[config.mk]
export PLATFORM = sky130hd
export DESIGN_NAME = inst_fetch
export DESIGN_NICKNAME = d
export VERILOG_FILES = /design/src/rtl/inst_fetch.sv
export SDC_FILE = /design/constraint.sdc
export NUM_CORES = 1
export LEC_CHECK = 0
export CAP_MARGIN = 40
export CELL_PAD_IN_SITES_DETAIL_PLACEMENT = 0
export CELL_PAD_IN_SITES_GLOBAL_PLACEMENT = 2
export CORE_MARGIN = 2
export CORE_UTILIZATION = 33
export CTS_CLUSTER_SIZE = 10
export DETAILED_ROUTE_END_ITERATION = 6
export HOLD_SLACK_MARGIN = 0.12
export PLACE_DENSITY_LB_ADDON = 0.1
export SYNTH_ARGS = -nofsm -noshare
export SYNTH_HDL_FRONTEND = slang
export SYNTH_SLANG_ARGS = --single-unit
export TNS_END_PERCENT = 10
[constraint.sdc]
create_clock -name clk -period 7 [get_ports clk]
set_input_delay 0.7 -clock clk [delete_from_list [all_inputs] [get_ports clk]]
set_output_delay 0.7 -clock clk [all_outputs]
set_load 0.005 [all_outputs]
[src/rtl/inst_fetch.sv]
// Instruction fetch: PC register, single-outstanding imem requester and a 2-entry
// {pc, inst} queue to decode. Optional fetch freeze is built with INST_FETCH_HALT_EN.
module inst_fetch #(
    parameter logic [31:0] RESET_PC = 32'h0000_0000
) (
    input  logic        clk,
    input  logic        rst,
    input  logic [31:0] PC_next_clk,
    input  logic        redirect,
    output logic        imem_req,
    output logic [31:0] imem_addr,
    input  logic        imem_ack,
    input  logic [31:0] imem_rdata,
    output logic        id_valid,
    input  logic        id_ready,
    output logic [31:0] id_inst,
    output logic [31:0] id_pc,
    input  logic        halt,
    output logic        halted
);
    typedef enum logic [1:0] {RUN = 2'd0, DROP = 2'd1, HALT = 2'd2} state_t;

    state_t      state_r, state_nxt_s;
    logic [31:0] pc_r, pc_nxt_s, pc_inc_s, target_s;
    logic        req_r, req_nxt_s;
    logic [31:0] addr_r, addr_nxt_s;
    logic        head_vld_r, tail_vld_r;
    logic [31:0] head_pc_r, head_inst_r, tail_pc_r, tail_inst_r;
    logic        ack_s, pop_s, push_s, flush_s, halt_s;
    logic        room_push_s, room_hold_s;
    logic [1:0]  unused_pc_lsb_s;

`ifdef INST_FETCH_HALT_EN
    logic        halted_r;
    assign halt_s = halt;
    assign halted = halted_r;
`else
    logic        unused_halt_s;
    assign halt_s        = 1'b0;
    assign unused_halt_s = halt;
    assign halted        = 1'b0;
`endif

    assign unused_pc_lsb_s = PC_next_clk[1:0];
    assign target_s        = {PC_next_clk[31:2], 2'b00};
    assign pc_inc_s        = pc_r + 32'd4;
    // Acks are only meaningful while a request is actually outstanding.
    assign ack_s           = req_r & imem_ack;
    assign pop_s           = head_vld_r & id_ready;
    // Queue has a free slot after this edge, with or without a push.
    assign room_push_s     = ~head_vld_r | (pop_s & ~tail_vld_r);
    assign room_hold_s     = ~tail_vld_r | pop_s;

    assign imem_req  = req_r;
    assign imem_addr = addr_r;
    assign id_valid  = head_vld_r;
    assign id_inst   = head_inst_r;
    assign id_pc     = head_pc_r;

    // Next-state, next-PC and next-request decision.
    always_comb begin
        state_nxt_s = state_r;
        pc_nxt_s    = pc_r;
        req_nxt_s   = req_r;
        addr_nxt_s  = addr_r;
        flush_s     = 1'b0;
        push_s      = 1'b0;
        case (state_r)
            RUN: begin
                if (redirect) begin
                    flush_s  = 1'b1;
                    pc_nxt_s = target_s;
                    if (req_r && !imem_ack) begin
                        state_nxt_s = DROP;
                    end else begin
                        req_nxt_s  = 1'b1;
                        addr_nxt_s = target_s;
                    end
                end else if (ack_s) begin
                    push_s   = 1'b1;
                    pc_nxt_s = pc_inc_s;
                    if (halt_s) begin
                        state_nxt_s = HALT;
                        req_nxt_s   = 1'b0;
                    end else begin
                        req_nxt_s  = room_push_s;
                        addr_nxt_s = pc_inc_s;
                    end
                end else if (req_r) begin
                    req_nxt_s = 1'b1;
                end else if (halt_s) begin
                    state_nxt_s = HALT;
                end else begin
                    req_nxt_s  = room_hold_s;
                    addr_nxt_s = pc_r;
                end
            end
            DROP: begin
                // The stale request stays on the bus until it completes.
                if (redirect) begin
                    flush_s  = 1'b1;
                    pc_nxt_s = target_s;
                    if (ack_s) begin
                        state_nxt_s = RUN;
                        addr_nxt_s  = target_s;
                    end else begin
                        state_nxt_s = DROP;
                    end
                end else if (ack_s) begin
                    state_nxt_s = RUN;
                    req_nxt_s   = ~halt_s;
                    addr_nxt_s  = pc_r;
                end else begin
                    state_nxt_s = DROP;
                end
            end
            HALT: begin
                if (redirect) begin
                    flush_s  = 1'b1;
                    pc_nxt_s = target_s;
                    if (!halt_s) begin
                        state_nxt_s = RUN;
                        req_nxt_s   = 1'b1;
                        addr_nxt_s  = target_s;
                    end else begin
                        state_nxt_s = HALT;
                    end
                end else if (!halt_s) begin
                    state_nxt_s = RUN;
                    req_nxt_s   = room_hold_s;
                    addr_nxt_s  = pc_r;
                end else begin
                    state_nxt_s = HALT;
                end
            end
            default: begin
                state_nxt_s = RUN;
                req_nxt_s   = 1'b0;
            end
        endcase
    end

    // State, PC, request and queue registers.
    always_ff @(posedge clk) begin
        if (rst) begin
            state_r     <= RUN;
            pc_r        <= RESET_PC;
            req_r       <= 1'b0;
            addr_r      <= 32'd0;
            head_vld_r  <= 1'b0;
            tail_vld_r  <= 1'b0;
            head_pc_r   <= 32'd0;
            head_inst_r <= 32'd0;
            tail_pc_r   <= 32'd0;
            tail_inst_r <= 32'd0;
`ifdef INST_FETCH_HALT_EN
            halted_r    <= 1'b0;
`endif
        end else begin
            state_r <= state_nxt_s;
            pc_r    <= pc_nxt_s;
            req_r   <= req_nxt_s;
            addr_r  <= addr_nxt_s;
`ifdef INST_FETCH_HALT_EN
            halted_r <= (state_nxt_s == HALT);
`endif
            if (flush_s) begin
                head_vld_r <= 1'b0;
                tail_vld_r <= 1'b0;
            end else begin
                // Head slot is always the oldest entry; pops shift tail forward.
                case ({push_s, pop_s})
                    2'b11: begin
                        if (tail_vld_r) begin
                            head_pc_r   <= tail_pc_r;
                            head_inst_r <= tail_inst_r;
                            tail_pc_r   <= pc_r;
                            tail_inst_r <= imem_rdata;
                        end else begin
                            head_pc_r   <= pc_r;
                            head_inst_r <= imem_rdata;
                        end
                    end
                    2'b10: begin
                        if (!head_vld_r) begin
                            head_vld_r  <= 1'b1;
                            head_pc_r   <= pc_r;
                            head_inst_r <= imem_rdata;
                        end else begin
                            tail_vld_r  <= 1'b1;
                            tail_pc_r   <= pc_r;
                            tail_inst_r <= imem_rdata;
                        end
                    end
                    2'b01: begin
                        if (tail_vld_r) begin
                            head_pc_r   <= tail_pc_r;
                            head_inst_r <= tail_inst_r;
                            tail_vld_r  <= 1'b0;
                        end else begin
                            head_vld_r  <= 1'b0;
                        end
                    end
                    default: begin
                        head_vld_r <= head_vld_r;
                    end
                endcase
            end
        end
    end
endmodule
==> out/metrics.cfg <==
[run_status]
outcome = completed

[critical_path]
cp-end-kind = register
cpPeakStageDelay_ps = 600
slowest_stage = buf_4
cp_max_fo = 55
worstSetupStartpointType = input pin
required_ps = 7350
critPathKind = in -> reg
path_delay_family = buffers and inverters
crit_arrival_ps = 4210
cp_num_buf_inv = 5
path_cells = buf_2 -> buf_4 -> nor2_1 -> nand2_1 -> inv_1 -> ha_1 -> inv_1 -> mux2i_4 -> buf_4 -> a22oi_1 -> a211oi_1

[floorplanning]
die_w_um = 166.3
die_h_um = 166.3
start_util = 0.3346
core_region_area_um2 = 25980
dieArea_um2 = 27670
io_pins = 169
num_rows = 59

[sta]
rsz0062_at_grt = false
finalCriticalPeriod_ps = 3866
hold_viol_final = 0
fmax_mhz = 258.7
clock_skew_ps = 17.42
tns_ps = 0
min_period_over_period = 0.5523
slew_headroom = 0.3955
setup_violations = 0
finalMaxSlewViolations = 0
worst_pin_slew_ps = 898.5

[power_and_ir_drop]
ir_drop_mv = 0.1700
leakage_nw = 3.676
powerDensity_nw_per_um2 = 224.8

[detailed_routing]
drc = 0
drtPass1Iterations = 5
antenna_left = 0
wl_um = 27820
post_drt_via_cell_ratio = 5.261
post_drt_wl_per_cell_um = 18.41
vias = 7949
drtIter0Drc = 480

[layout]
antenna_cells = 0
drive_gt1_frac = 0.05357
regArea_um2 = 3924
nNetsFinal = 1238
stdcell_count = 1511
nFillCells = 2656
syn_to_final_growth_pct = 27.19
multi_input_area_um2 = 4305

[synthesis]
synthCells = 1070
synthAdderAreaFrac = 0.007194
synth_top_family_by_area = compound AO/OA/AOI/OAI gates
muxShareOfSynthArea = 0.01180
synthSimpleGateAreaFrac = 0.2099
synth_compound_area_frac = 0.2501
ys_warn_count = 0
ys_seq_area_frac = 0.4512
avgSynthCellArea_um2 = 8.127
synth_xor_area_frac = 0.01309
ys.flop_type = dfxtp_1
syn_area_um2 = 8696
ys_types = 64
synthArstFlopShare = 0
synth_enable_flop_cells = 0
synth-seq-cells = 196
syn-num-nets = 1145

[clocking]
cts-buffers-inserted = 17
cts_tree = done
cts_sinks = 196
postCtsHoldBufs = 0
cts_resized = 0
cts.path.max_buffers = 2
clkTransAtPathRegs_ps = 80
cts-htree-levels = 4
worstSkewPairLatency_ps = 440
ctsRootBufferMaster = clkbuf_16
postCtsSetupBuffers = 0

[placement]
place.gp.congestion = 0.7767
dp_hpwl_um = 17830
placed_cells = 1479
port_buffers = 164

[flow_run]
maxCapViolations = 0

[global_routing]
grt.overflow.total = 0
antenna_found_initial = 1
grt_pass1_wl_um = 43830
grt_pass1_vias = 7597
grtUsageTotal = 0.1974
grt_max_degree = 129

[worst_hold_path]
min_path_type = reg -> reg

-- sequential cells by signal (all words and copies together) (netlist names) --
signal	count
id_inst	32
id_pc	32
imem_addr	32
pc_r	32
tail_inst_r	32
tail_pc_r	32
id_valid	1
imem_req	1
state_r	1
tail_vld_r	1
-- placed cells by master (no fill, tap or decap), types with 6 or more instances in the layout --
| master | netlist | routed |
|---|---|---|
| a21oi_1 | 94 | 94 |
| dfxtp_1 | 196 | 196 |
| nand4_1 | 12 | 12 |
| a22oi_1 | 64 | 64 |
| o31a_1 | 7 | 7 |
| o21ai_0 | 19 | 18 |
| o211ai_1 | 6 | 6 |
| clkbuf_16 | 0 | 17 |
| nand2_1 | 180 | 180 |
| and3_1 | 9 | 9 |
| nand3_1 | 14 | 14 |
| o31ai_1 | 6 | 6 |
| mux2i_1 | 8 | 7 |
| and4_1 | 8 | 8 |
| nor2_1 | 113 | 113 |
| nor4_1 | 13 | 13 |
| xnor2_1 | 8 | 8 |
| inv_1 | 12 | 12 |
| nor3_1 | 24 | 24 |
| a211oi_1 | 70 | 70 |
| buf_4 | 10 | 13 |
| nand2b_1 | 6 | 6 |
| and2_1 | 8 | 8 |
| clkdlybuf4s50_1 | 0 | 162 |
| a31oi_1 | 8 | 8 |
-- synthesized netlist by cell type, types with 9 or more instances --
| cell type | count | area share |
|---|---|---|
| dfxtp_1 | 196 | 0.45 |
| nand2_1 | 180 | 0.078 |
| nor2_1 | 113 | 0.049 |
| a21oi_1 | 94 | 0.054 |
| clkbuf_1 | 83 | 0.036 |
| a211oi_1 | 70 | 0.060 |
| a22oi_1 | 64 | 0.055 |
| nor3_1 | 24 | 0.014 |
| o21ai_0 | 19 | 0.011 |
| nand3_1 | 14 | 0.0081 |
| nor4_1 | 13 | 0.0094 |
| inv_1 | 12 | 0.0052 |
| nand4_1 | 12 | 0.0086 |
| buf_4 | 10 | 0.0086 |
| and3_1 | 9 | 0.0065 |
| buf_1 | 9 | 0.0039 |
-- path summary, 6_finish.rpt --
check	slack, ps	cells after the start	start	end
min reg2reg	450	2	tail_pc_r[1]	tail_pc_r[1]
max	3130	11	redirect	id_inst[23]
min	450	2	tail_pc_r[1]	tail_pc_r[1]
max reg2reg	3370	9	imem_req	id_inst[23]
-- layout make-up --
class / count / area share
clock buffers: 20 / 0.04038
clock inverters: 12 / 0.01063
inverters: 12 / 0.004072
multi-input cells: 756 / 0.3893
flip-flops and latches: 196 / 0.3548
well taps: 335 / 0.03790
repair buffers: 180 / 0.1630
-- cells by family after synthesis --
| family | Yosys count |
|---|---|
| AOI/OAI and AO/OA | 320 |
| xor gates and xnor gates | 13 |
| adders and majority gates | 5 |
| buffers and inverters | 118 |
| DFF | 196 |
| muxes | 10 |
| other | 1 |
| and+or+nand+nor | 407 |
-- power breakdown --
part	total [W]	switching [W]	leakage, nW	internal (W)
clock	0.000959	0.000480	0.270	0.000479
combinational	0.000318	0.000161	1.81	0.000157
sequential	0.00121	0.0000475	1.60	0.00116
total	0.00249	0.000688	3.68	0.00180
-- per-layer routing --
layer	share of wire	wire length [µm]	track usage
met5	0.00047	13	0
met4	0.010	281	0.04235
met3	0.057	1583	0.05172
met2	0.46	12840	0.3220
met1	0.47	13100	0.2636
-- worst register-to-register path: cells and delay by family (launching register included) --
family / cells / cell delay (ps)
and+or+nand+nor: 2 / 600
adders and majority gates: 1 / 280
buffers and inverters: 3 / 920
muxes: 1 / 590
DFF: 1 / 640
AOI/OAI and AO/OA: 2 / 510
-- stage by stage --
stage | total power, W | hold WS, ps | util | setup WS, ps | cell area [µm²]
2_1_floorplan | 0.001391 | 436.0 | - | 4154 | 8696
3_3_place_gp | 0.001553 | 440.8 | 0.4018 | 2263 | 10440
3_5_place_dp | 0.001557 | 446.0 | 0.4039 | 2638 | 10500
4_1_cts | 0.002523 | 456.8 | 0.4257 | 3079 | 11060
5_1_grt | 0.002603 | 469.0 | 0.4257 | 2790 | 11060
6_report | 0.002486 | 454.9 | 0.4257 | 3134 | 11060
Power figures use the tool's default switching activity.
